**src/rtl/hamming_stream_pkg.sv**
```systemverilog
// Shared types for the Hamming-number stream pipeline.
//   word_t          default 16-bit stream word
//   hs_state_t      four-phase handshake port states
//   HS_RESET_STATE  state every handshake port returns to on reset/clear
package hamming_stream_pkg;

  localparam int WORD_WIDTH = 16;

  typedef logic [WORD_WIDTH-1:0] word_t;

  typedef enum logic [1:0] {
    HS_IDLE    = 2'd0,
    HS_REQ     = 2'd1,
    HS_RELEASE = 2'd2
  } hs_state_t;

  localparam hs_state_t HS_RESET_STATE = HS_IDLE;

endpackage

```
**src/rtl/hs_reader_port.sv**
```systemverilog
// Reader side of one four-phase handshake link to an upstream FIFO.
// Keeps a one-word head register that the merge logic inspects and consumes.
//   clock, reset_n, clear   clocking, sync active-low reset, sync flush
//   consume                 pulse: the merge has taken the current head
//   get_req/get_ack         four-phase handshake with the upstream FIFO
//   get_value               upstream word, valid while get_ack is high
//   head, head_valid        buffered word presented to the merge logic
module hs_reader_port
  import hamming_stream_pkg::*;
#(
  parameter int WIDTH = WORD_WIDTH
) (
  input  logic             clock,
  input  logic             reset_n,
  input  logic             clear,
  input  logic             consume,
  output logic             get_req,
  input  logic             get_ack,
  input  logic [WIDTH-1:0] get_value,
  output logic [WIDTH-1:0] head,
  output logic             head_valid
);

  hs_state_t state, state_next;

  // Handshake state register; reset and clear both drop the link back to
  // idle so any request in flight is withdrawn on that same edge.
  always_ff @(posedge clock) begin
    if (!reset_n || clear) begin
      state <= HS_RESET_STATE;
    end else begin
      state <= state_next;
    end
  end

  // Next-state logic. A fetch is only started when the head is empty and the
  // previous acknowledge has been released, which also keeps a stale ack that
  // is still high after reset from being mistaken for a new transfer.
  always_comb begin
    state_next = state;
    case (state)
      HS_IDLE:    if (!head_valid && !get_ack) state_next = HS_REQ;
      HS_REQ:     if (get_ack) state_next = HS_RELEASE;
      HS_RELEASE: if (!get_ack) state_next = HS_IDLE;
      default:    state_next = HS_RESET_STATE;
    endcase
  end

  assign get_req = (state == HS_REQ);

  // Head register: loaded on the acknowledge edge, emptied when the merge
  // consumes it. Capture and consume can never coincide because a request is
  // only outstanding while the head is empty.
  always_ff @(posedge clock) begin
    if (!reset_n || clear) begin
      head       <= '0;
      head_valid <= 1'b0;
    end else if (state == HS_REQ && get_ack) begin
      head       <= get_value;
      head_valid <= 1'b1;
    end else if (consume) begin
      head_valid <= 1'b0;
    end
  end

endmodule

```
**src/rtl/hamming_ordered_merge.sv**
```systemverilog
// Two-input ordered merge: emits the ascending union of two ascending word
// streams, optionally collapsing equal heads into one output word.
//   clock, reset_n, clear      clocking, sync active-low reset, sync flush
//   a_get_* / b_get_*          reader handshakes to the two upstream FIFOs
//   put_req/put_ack/put_value  writer handshake to the downstream FIFO
//   merged_count               words accepted downstream (wraps at 2^32)
module hamming_ordered_merge
  import hamming_stream_pkg::*;
#(
  parameter int WIDTH = WORD_WIDTH,
  parameter bit DEDUP = 1'b1
) (
  input  logic             clock,
  input  logic             reset_n,
  input  logic             clear,
  output logic             a_get_req,
  input  logic             a_get_ack,
  input  logic [WIDTH-1:0] a_get_value,
  output logic             b_get_req,
  input  logic             b_get_ack,
  input  logic [WIDTH-1:0] b_get_value,
  output logic             put_req,
  input  logic             put_ack,
  output logic [WIDTH-1:0] put_value,
  output logic [31:0]      merged_count
);

  logic [WIDTH-1:0] a_head, b_head;
  logic             a_valid, b_valid;
  logic             select, take_a, take_b;
  hs_state_t        put_state, put_state_next;
  logic [31:0]      count_q;

  hs_reader_port #(.WIDTH(WIDTH)) u_port_a (
    .clock      (clock),
    .reset_n    (reset_n),
    .clear      (clear),
    .consume    (take_a),
    .get_req    (a_get_req),
    .get_ack    (a_get_ack),
    .get_value  (a_get_value),
    .head       (a_head),
    .head_valid (a_valid)
  );

  hs_reader_port #(.WIDTH(WIDTH)) u_port_b (
    .clock      (clock),
    .reset_n    (reset_n),
    .clear      (clear),
    .consume    (take_b),
    .get_req    (b_get_req),
    .get_ack    (b_get_ack),
    .get_value  (b_get_value),
    .head       (b_head),
    .head_valid (b_valid)
  );

  // Selection: a word is chosen only when both heads are known and the
  // writer link is fully idle. On a tie A is always taken; B is taken too
  // only when duplicates are being collapsed, otherwise B waits for the next
  // selection. Consumed heads start refetching while the put is in flight.
  always_comb begin
    select = a_valid && b_valid && (put_state == HS_IDLE) && !put_ack;
    take_a = select && (a_head <= b_head);
    take_b = select && ((b_head < a_head) || (DEDUP && (a_head == b_head)));
  end

  // Writer handshake state register.
  always_ff @(posedge clock) begin
    if (!reset_n || clear) begin
      put_state <= HS_RESET_STATE;
    end else begin
      put_state <= put_state_next;
    end
  end

  // Writer next-state logic: raise on selection, hold until acknowledged,
  // then wait for the acknowledge to drop before another word can go out.
  always_comb begin
    put_state_next = put_state;
    case (put_state)
      HS_IDLE:    if (select) put_state_next = HS_REQ;
      HS_REQ:     if (put_ack) put_state_next = HS_RELEASE;
      HS_RELEASE: if (!put_ack) put_state_next = HS_IDLE;
      default:    put_state_next = HS_RESET_STATE;
    endcase
  end

  assign put_req = (put_state == HS_REQ);

  // Output word and accepted-word counter. The word only changes on a
  // selection, which cannot happen while a put is pending, so it stays
  // stable for the whole request phase.
  always_ff @(posedge clock) begin
    if (!reset_n || clear) begin
      put_value <= '0;
      count_q   <= '0;
    end else begin
      if (select) begin
        put_value <= take_a ? a_head : b_head;
      end
      if (put_state == HS_REQ && put_ack) begin
        count_q <= count_q + 32'd1;
      end
    end
  end

  assign merged_count = count_q;

endmodule
```
**config.mk**
```make
export PLATFORM = sky130hd
export DESIGN_NAME = hamming_ordered_merge
export DESIGN_NICKNAME = d
export VERILOG_FILES = /design/src/rtl/hamming_stream_pkg.sv /design/src/rtl/hs_reader_port.sv /design/src/rtl/hamming_ordered_merge.sv
export SDC_FILE = /design/constraint.sdc
export NUM_CORES = 1
export LEC_CHECK = 0
export BUFFER_PORTS_ARGS = -buffer_cell sky130_fd_sc_hd__buf_2
export CORE_MARGIN = 2
export CORE_UTILIZATION = 50
export DETAILED_ROUTE_END_ITERATION = 6
export PLACE_DENSITY = 0.85
export SYNTH_ARGS = -nofsm -noshare
export SYNTH_HDL_FRONTEND = slang
export SYNTH_HIERARCHICAL = 1
export SYNTH_SLANG_ARGS = --single-unit
```
**constraint.sdc**
```tcl
create_clock -name clock -period 2.1 [get_ports clock]
set_input_delay 0.315 -clock clock [delete_from_list [all_inputs] [get_ports clock]]
set_output_delay 0.315 -clock clock [all_outputs]
set_load 0.02 [all_outputs]
```
==> Yosys cells after proc, flatten, opt, wreduce, memory -nomap -nowiden <==
Index checks and enable logic that the tools add are counted.
{ "word_totals": {"regBits": 88, "in_bits": 38} }
{ "op_classes": {"eq_ne": 16, "add_sub_neg": 1, "reduce_logical": 26, "magnitude_cmp": 2, "mux": 17} }
{ "ops": {"columns": ["cell", "count"], "rows": [
  ["32-bit by 1-bit adder with 32-bit output (second input constant)", 1],
  ["2-bit two-way mux", 9],
  ["2-bit case mux with 3 select lines", 3],
  ["16-bit equality test", 1],
  ["16-bit <= comparator", 1],
  ["16-bit less-than comparator", 1],
  ["16-bit two-way mux", 1],
  ["1-bit logical AND", 10],
  ["2-bit by 1-bit != test with 1-bit output (second input constant)", 5],
  ["3-bit AND reduction", 3],
  ["2-bit != test (second input constant)", 4],
  ["2-bit by 1-bit equality test with 1-bit output (second input constant)", 3],
  ["2-bit equality test (second input constant)", 3],
  ["1-bit logical NOT", 6],
  ["2-bit logical NOT", 3],
  ["1-bit two-way mux", 4],
  ["2-bit nonzero test", 2],
  ["1-bit logical OR", 2]
]} }

==> Longest topological paths before layout <==
Gate-level depths: netlist of the first run.
{ "depth": {"word_depth": 6, "ltp_mapped": 10, "mapped_depth_nobuf": 9} }

==> Modules after synthesis <==
The synthesis of the first run kept the hierarchy.
{ "by_module_without_submodules": {"columns": ["module", "area_per_inst_um2", "seq_area_each_um2", "cells_each", "instances"], "rows": [
  ["hamming_ordered_merge", 2762.6, 1001.0, 335, 1],
  ["hs_reader_port", 903.4, 380.4, 85, 2]
]} }

==> Least setup slack after synthesis of the first run <==
No wires, ideal clock.
{ "synth_timing": {"kind": "reg-to-reg", "startpoint": "register u_port_a.head[13]", "endpoint": "register u_port_b.head_valid", "synth_period_minus_slack_ns": 2.317, "arrival_ns": 2.260, "setup_slack_ns": -0.217, "path_buffers": 1, "setup_ns": 0.057, "required_time_ns": 2.043, "stages_incl_launch_ff": 10, "path_cell_list": "dfxtp_1 -> inv_1 -> ha_1 -> nand4_1 -> a2111oi_2 -> buf_2 -> nor4_1 -> o21a_1 -> nor2b_1 -> o21ba_2"} }
{ "synth_via": {"elab_chain_cells": 4} }
{ "synth_rtl": {"columns": ["element", "line_no", "rtl"], "rows": [
  ["from (decl)", "hs_reader_port.sv:20", "output logic [WIDTH-1:0] head,"],
  ["from (signal assigned)", "hs_reader_port.sv:59", "head <= get_value;"],
  ["16-bit less-than comparator / 16-bit equality test (equally long branches)", "hamming_ordered_merge.sv:65", "take_b = select && ((b_head < a_head) || (DEDUP && (a_head == b_head)));"],
  ["1-bit logical OR (*)", "hamming_ordered_merge.sv:65", null],
  ["1-bit logical AND (*)", "hamming_ordered_merge.sv:65", null],
  ["net take_b", "hamming_ordered_merge.sv:30", "logic select, take_a, take_b;"],
  ["2-bit nonzero test (no source line) (*)", null, null],
  ["to (signal assigned)", "hs_reader_port.sv:57", "head_valid <= 1'b0;"],
  ["to (signal assigned)", "hs_reader_port.sv:60", "head_valid <= 1'b1;"],
  ["to (signal assigned)", "hs_reader_port.sv:62", "head_valid <= 1'b0;"],
  ["to (decl)", "hs_reader_port.sv:21", "output logic head_valid"]
]} }
The timed path passes the listed nets; every way through them passes the cells marked *.
A chain may end at the register's enable or synchronous reset.

==> Final worst setup path of the first run <==
{ "layout_timing": {"startpoint": "register u_port_a.head[13]", "endpoint": "register put_value[1]"} }
{ "layout_via": {"elab_chain_cells": 3} }
{ "layout_rtl": {"columns": ["element", "line_no", "rtl"], "rows": [
  ["16-bit <= comparator", "hamming_ordered_merge.sv:64", "take_a = select && (a_head <= b_head);"],
  ["1-bit logical AND", "hamming_ordered_merge.sv:64", null],
  ["16-bit two-way mux", "hamming_ordered_merge.sv:100", "put_value <= take_a ? a_head : b_head;"],
  ["to (signal assigned)", "hamming_ordered_merge.sv:100", null],
  ["to (decl)", "hamming_ordered_merge.sv:24", "output logic [WIDTH-1:0] put_value,"]
]} }
No other way between the ends.

==> out/results.txt, run 1 <==
Most common cell after layout, fill and taps aside = buf_2
P&R area growth vs syn = 23.33%
Internal power = 2.262 mW
Synth Cell Area = 4569 sq um
Mean post-synth cell area = 9.048 sq um
Worst-margin pin slew = 1.064 ns
Final Max Tran Viols = 0
Psw = 0.8988 mW
Clock Latency Late Sink = 0.37 ns
Synth async-reset ratio = 0%
Worst min path class = primary input to flop
Vias = 4,380
DR iter-0 viols = 385
Cell variety after synth = 47
Hpwl dp = 8445 microns
Max Freq = 473.1 MHz
Status = finished, violations left
CP Launch Type = flop
Max-cap violations = 0
Post-layout util = 64.00%
Routed WL = 12,520 microns
Most frequent cells in the layout = buf_2 (88), dfxtp_1 (74), nand3b_1 (64), buf_4 (39), mux2i_1 (33)
Final Power = 3.161 mW
Clock power share = 35.1%
GP Congestion = 0.8618
Fin. Hold Viols = 0
Area of the multi-input gates = 2668 sq um
# nets final = 665
Type of the worst setup path = flop to flop
Pleak = 2.121 nW
Pre-antenna DRT Iters = 4
Vias in the first global route = 4,159
Critical path endpoint category = flop
Routed Antenna Nets = 0
Die height = 99.60 microns
CP max FO = 16
Final setup fails = 1
Clock root buffer = clkbuf_8
Sequential cell area = 1779 sq um
Final setup skew = 0.01496 ns
Synth Register Bits = 88
Hold Buf Count CTS = 0
Rows = 34
Total track usage = 23.95%
Die width = 99.60 microns
Maximum vdd drop = 0.4112 mV
Required @ worst endpoint = 2.34 ns
Mapped Cells = 505
Fin crit share = 100.7%
Yosys warns = 6
Register share of total power = 53.2%
Setup WS post-layout = -0.01368 ns
TritonCTS clock tree = built
Total gr overflow = 0
EDFF count, synth = 0
DIE AREA = 9919 sq um
Clk sink count = 88
Sequential fraction of the synthesis area = 38.55%
Vias/cell = 6.058
CP arrival = 2.35 ns
H-tree levels = 3
Clock buffer depth = 2
Hold slack = 0.1397 ns
PortBufs = 88
Relative slew slack = 28.92%
RSZ-0062 raised after global routing = true
Ant diodes = 0
Largest net degree at the start of global routing = 68
CTS clk-pin slew, worst paths = 0.09 ns
Residual DRC count = 0
Global-route wire length before repair = 19,290 microns
CTS buffer count = 9
Core region area = 8806 sq um
Power Dens Cells = 560.9 nW/um^2
Failing checks = setup timing
WL per Instance = 17.32 microns
Top FF cell, synth = dfxtp_1
Filler cells = 708
Gate power share = 11.7%
Sw Ratio = 28.44%
Initial antenna violation count = 0
Initial Util = 51.89%
Io pins = 89
Crit path time final = 2.114 ns
Mapped Nets = 560
Share of layout cells above drive strength 1 = 31.71%
## power by group through the flow
stage          sequential [mW]  clock (mW)  combinational [mW]
2_1_floorplan             1.72           0               0.212
5_1_grt                   1.68        1.20               0.398
6_report                  1.68        1.11               0.370
3_3_place_gp              1.72           0               0.313
4_1_cts                   1.68        1.12               0.324
3_5_place_dp              1.72           0               0.323
## synthesized netlist by cell type, types with 12 or more instances
| master | count | share of area [%] |
|---|---|---|
| clkbuf_1 | 25 | 2.1 |
| nand4_1 | 22 | 3.0 |
| nand3b_1 | 64 | 11 |
| a31oi_1 | 16 | 2.2 |
| nor2_1 | 28 | 2.3 |
| o31ai_1 | 16 | 2.6 |
| inv_1 | 23 | 1.9 |
| nand2_1 | 16 | 1.3 |
| dfxtp_1 | 88 | 39 |
| a21oi_1 | 17 | 1.9 |
| ha_1 | 17 | 4.7 |
| o21ai_0 | 29 | 3.2 |
| xnor2_1 | 16 | 3.1 |
| mux2i_1 | 33 | 7.2 |
| or3_1 | 12 | 1.6 |
## routing by layer
layer / part of all wire, % / GRT usage [%]
met5: 0 / 0
met4: 4.4 / 12.22
met3: 5.5 / 6.114
met2: 51 / 41.94
met1: 39 / 26.79
## metrics by stage
step / setup WS, ns / setup TNS, ns / cells / area [sq um]
6_report: -0.01368 / -0.01368 / 723 / 5635
3_5_place_dp: 0.01971 / 0 / 704 / 5263
2_1_floorplan: -0.06542 / -0.5560 / 505 / 4582
5_1_grt: -0.1060 / -0.9451 / 723 / 5635
4_1_cts: 0.01904 / 0 / 720 / 5440
3_3_place_gp: 0.07567 / 0 / 704 / 5263
## critical path: stages (launching register included)
cell,delay [ns]
dfxtp_2,0.36
inv_2,0.05
ha_4,0.24
a211oi_2,0.24
nor2_1,0.13
or3_1,0.37
buf_6,0.18
o31ai_1,0.28
a31oi_1,0.14
## kinds of logic (layout without fill, tap and decap cells)
family	Yosys count	after routing	share of synthesized area, %
AND/OR/NAND/NOR	193	193	26.40
AO/OA/AOI/OAI	90	90	12.29
flip-flops	88	88	38.55
buffers and inverters	61	171	6.462
multiplexers	33	33	7.229
XOR/XNOR	23	23	4.408
adder cells (fa/ha/maj)	17	17	4.655
## repair_timing
item                                    4_1_cts  5_1_grt
endpoints found under the setup margin        0       24
buffers inserted                              0        3
gates resized for setup                       0       44
## flip-flops by register name, summed over array words and instances (netlist names)
name                 cells
put_value               16
u_port_b/state           2
u_port_a/head_valid      1
u_port_b/head           16
put_state                2
u_port_a/head           16
u_port_a/state           2
u_port_b/head_valid      1
merged_count            32
## worst paths after layout
path,startpoint,end,slack [ns],cells past startpoint
max,u_port_a/head[13]$_SDFFE_PP0P_,put_value[1]$_SDFFE_PP0P_,-0.01,8
min,a_get_ack,u_port_a/state[0]$_SDFFE_PP0P_,0.14,2
max reg2reg,u_port_a/head[13]$_SDFFE_PP0P_,put_value[1]$_SDFFE_PP0P_,-0.01,8
min reg2reg,merged_count[31]$_SDFFE_PP0P_,merged_count[31]$_SDFFE_PP0P_,0.50,2
## area by class of cell
class / count / area share, %
clock buffers: 9 / 2.198
multi-input cells: 356 / 47.34
flip-flops and latches: 88 / 31.57
well taps: 108 / 2.398
inverters: 23 / 1.532
clock inverters: 7 / 0.9547
repair buffers: 132 / 14.01
Power figures use the tool's default switching activity.
==> inputs of run 2 (changes only) <==
PLACE_DENSITY = 0.76   (was 0.85)
==> out/results.txt, run 2 (synthesis results as in run 1) <==
Status = finished, violations left
Failing checks = setup timing
Global-route wire length before repair = 18,620 microns
Core region area = 8806 sq um
Maximum vdd drop = 0.3824 mV
Worst min path class = primary input to flop
RSZ-0062 raised after global routing = true
Vias = 4,306
CTS clk-pin slew, worst paths = 0.09 ns
Final setup skew = 0.01117 ns
Filler cells = 727
Rows = 34
Max-cap violations = 0
TritonCTS clock tree = built
# nets final = 671
Pre-antenna DRT Iters = 4
Gate power share = 11.2%
Initial Util = 51.89%
Sw Ratio = 25.33%
Power Dens Cells = 597.7 nW/um^2
Max reg flops = 32
Psw = 0.8596 mW
DR iter-0 viols = 198
Clock buffer depth = 2
Sequential cell area = 1777 sq um
Post-placement cell count = 706
Max incr delay on CP = 0.50 ns
Clock power share = 39.2%
Worst Path Buf+Inv = 3
Worst-margin pin slew = 1.048 ns
Fin crit share = 105.1%
CP Launch Type = flop
Gate family responsible for the most delay along the worst path = simple AND/OR/NAND/NOR gates
Total gr overflow = 0
Vias in the first global route = 4,065
Die height = 99.60 microns
Type of the worst setup path = flop to flop
Clk sink count = 88
Most frequent cells in the layout = buf_2 (88), dfxtp_1 (76), nand3b_1 (64), buf_4 (46), mux2i_1 (33)
H-tree levels = 3
Pleak = 2.170 nW
Hpwl dp = 8168 microns
Max Freq = 452.9 MHz
P&R area growth vs syn = 24.26%
Largest net degree at the start of global routing = 68
WL per Instance = 16.09 microns
Register share of total power = 49.6%
DIE AREA = 9919 sq um
Share of layout cells above drive strength 1 = 30.92%
Initial antenna violation count = 0
Final setup fails = 18
Relative slew slack = 29.97%
Residual DRC count = 0
Fin. Hold Viols = 0
Final non-filler cell total = 729
Routed WL = 11,730 microns
Vias/cell = 5.907
Ant diodes = 0
CTS buffer count = 9
Required @ worst endpoint = 2.34 ns
Crit path time final = 2.208 ns
Area of the multi-input gates = 2619 sq um
Io pins = 89
CP max FO = 16
Most common cell after layout, fill and taps aside = buf_2
CP arrival = 2.45 ns
Internal power = 2.534 mW
Final Max Tran Viols = 0
Crit path cell chain = inv_1 > ha_1 > nand4_1 > nor4_1 > buf_4 > nor3_2 > buf_4 > nand4_1 > a31oi_1
Clock Latency Late Sink = 0.36 ns
Setup WS post-layout = -0.1080 ns
Clock root buffer = clkbuf_8
Die width = 99.60 microns
CP max stage cell = nor4_1
Critical path endpoint category = flop
PortBufs = 88
Routed Antenna Nets = 0
GP Congestion = 0.8843
Hold slack = 0.1442 ns
Total track usage = 23.06%
## run 2: final timing paths
check	from	slack [ns]	end	cells after the start
min reg2reg	u_port_a/state[1]$_SDFFE_PP0P_	0.50	u_port_a/state[0]$_SDFFE_PP0P_	1
max	u_port_a/head[11]$_SDFFE_PP0P_	-0.11	put_value[9]$_SDFFE_PP0P_	9
max reg2reg	u_port_a/head[11]$_SDFFE_PP0P_	-0.11	put_value[9]$_SDFFE_PP0P_	9
min	a_get_ack	0.14	u_port_a/state[0]$_SDFFE_PP0P_	2
## run 2: area by class of cell
cell class	count	share of cell area (%)
multi-input combinational	356	46.12
inverter	23	1.520
timing repair buffer	138	14.63
clock buffer	10	2.424
clock inverter	6	1.631
sequential	88	31.29
tap	108	2.380
## run 2: routing by layer
| metal | global-route usage (%) | up-vias | share of wire (%) |
|---|---|---|---|
| li1 | - | 2064 | - |
| met3 | 5.341 | 32 | 5.3 |
| met4 | 10.01 | 0 | 3.2 |
| met2 | 41.27 | 149 | 51 |
| met5 | 0 | - | 0 |
| met1 | 26.16 | 2061 | 40 |
## run 2: through the flow
| stage | instance area, sq um | util [%] | worst slack, ns | TNS, ns | total power, mW |
|---|---|---|---|---|---|
| after global placement | 5278 | 59.93 | 0.05595 | 0 | 2.041 |
| after global routing | 5678 | 64.48 | -0.2188 | -2.882 | 3.509 |
| after detailed placement | 5278 | 59.93 | -0.007259 | -0.007259 | 2.051 |
| final | 5678 | 64.48 | -0.1080 | -1.010 | 3.393 |
| after floorplan | 4582 | - | -0.06542 | -0.5560 | 1.931 |
| after CTS | 5518 | 62.66 | -0.008917 | -0.008917 | 3.369 |
## run 2: power by group through the flow
stage	clock network (mW)	logic (mW)	registers [mW]
6_report	1.33	0.381	1.68
5_1_grt	1.42	0.405	1.68
4_1_cts	1.35	0.332	1.68
3_5_place_dp	0	0.330	1.72
3_3_place_gp	0	0.320	1.72
2_1_floorplan	0	0.212	1.72
## run 2: worst reg2reg max path: cells and delay by family (launching register included)
| family | cells | cell delay, ns |
|---|---|---|
| simple gates | 4 | 0.87 |
| buf+inv | 3 | 0.46 |
| fa+ha+maj | 1 | 0.30 |
| flops | 1 | 0.36 |
| compound gates | 1 | 0.11 |
## run 2: what timing repair did
action,CTS,global route
hold buffers,0,0
hold endpoints to repair,0,0
setup buffers,0,6
pin swaps,0,7
setup endpoints to repair,3,23
resized for setup,2,31
cloned,0,1
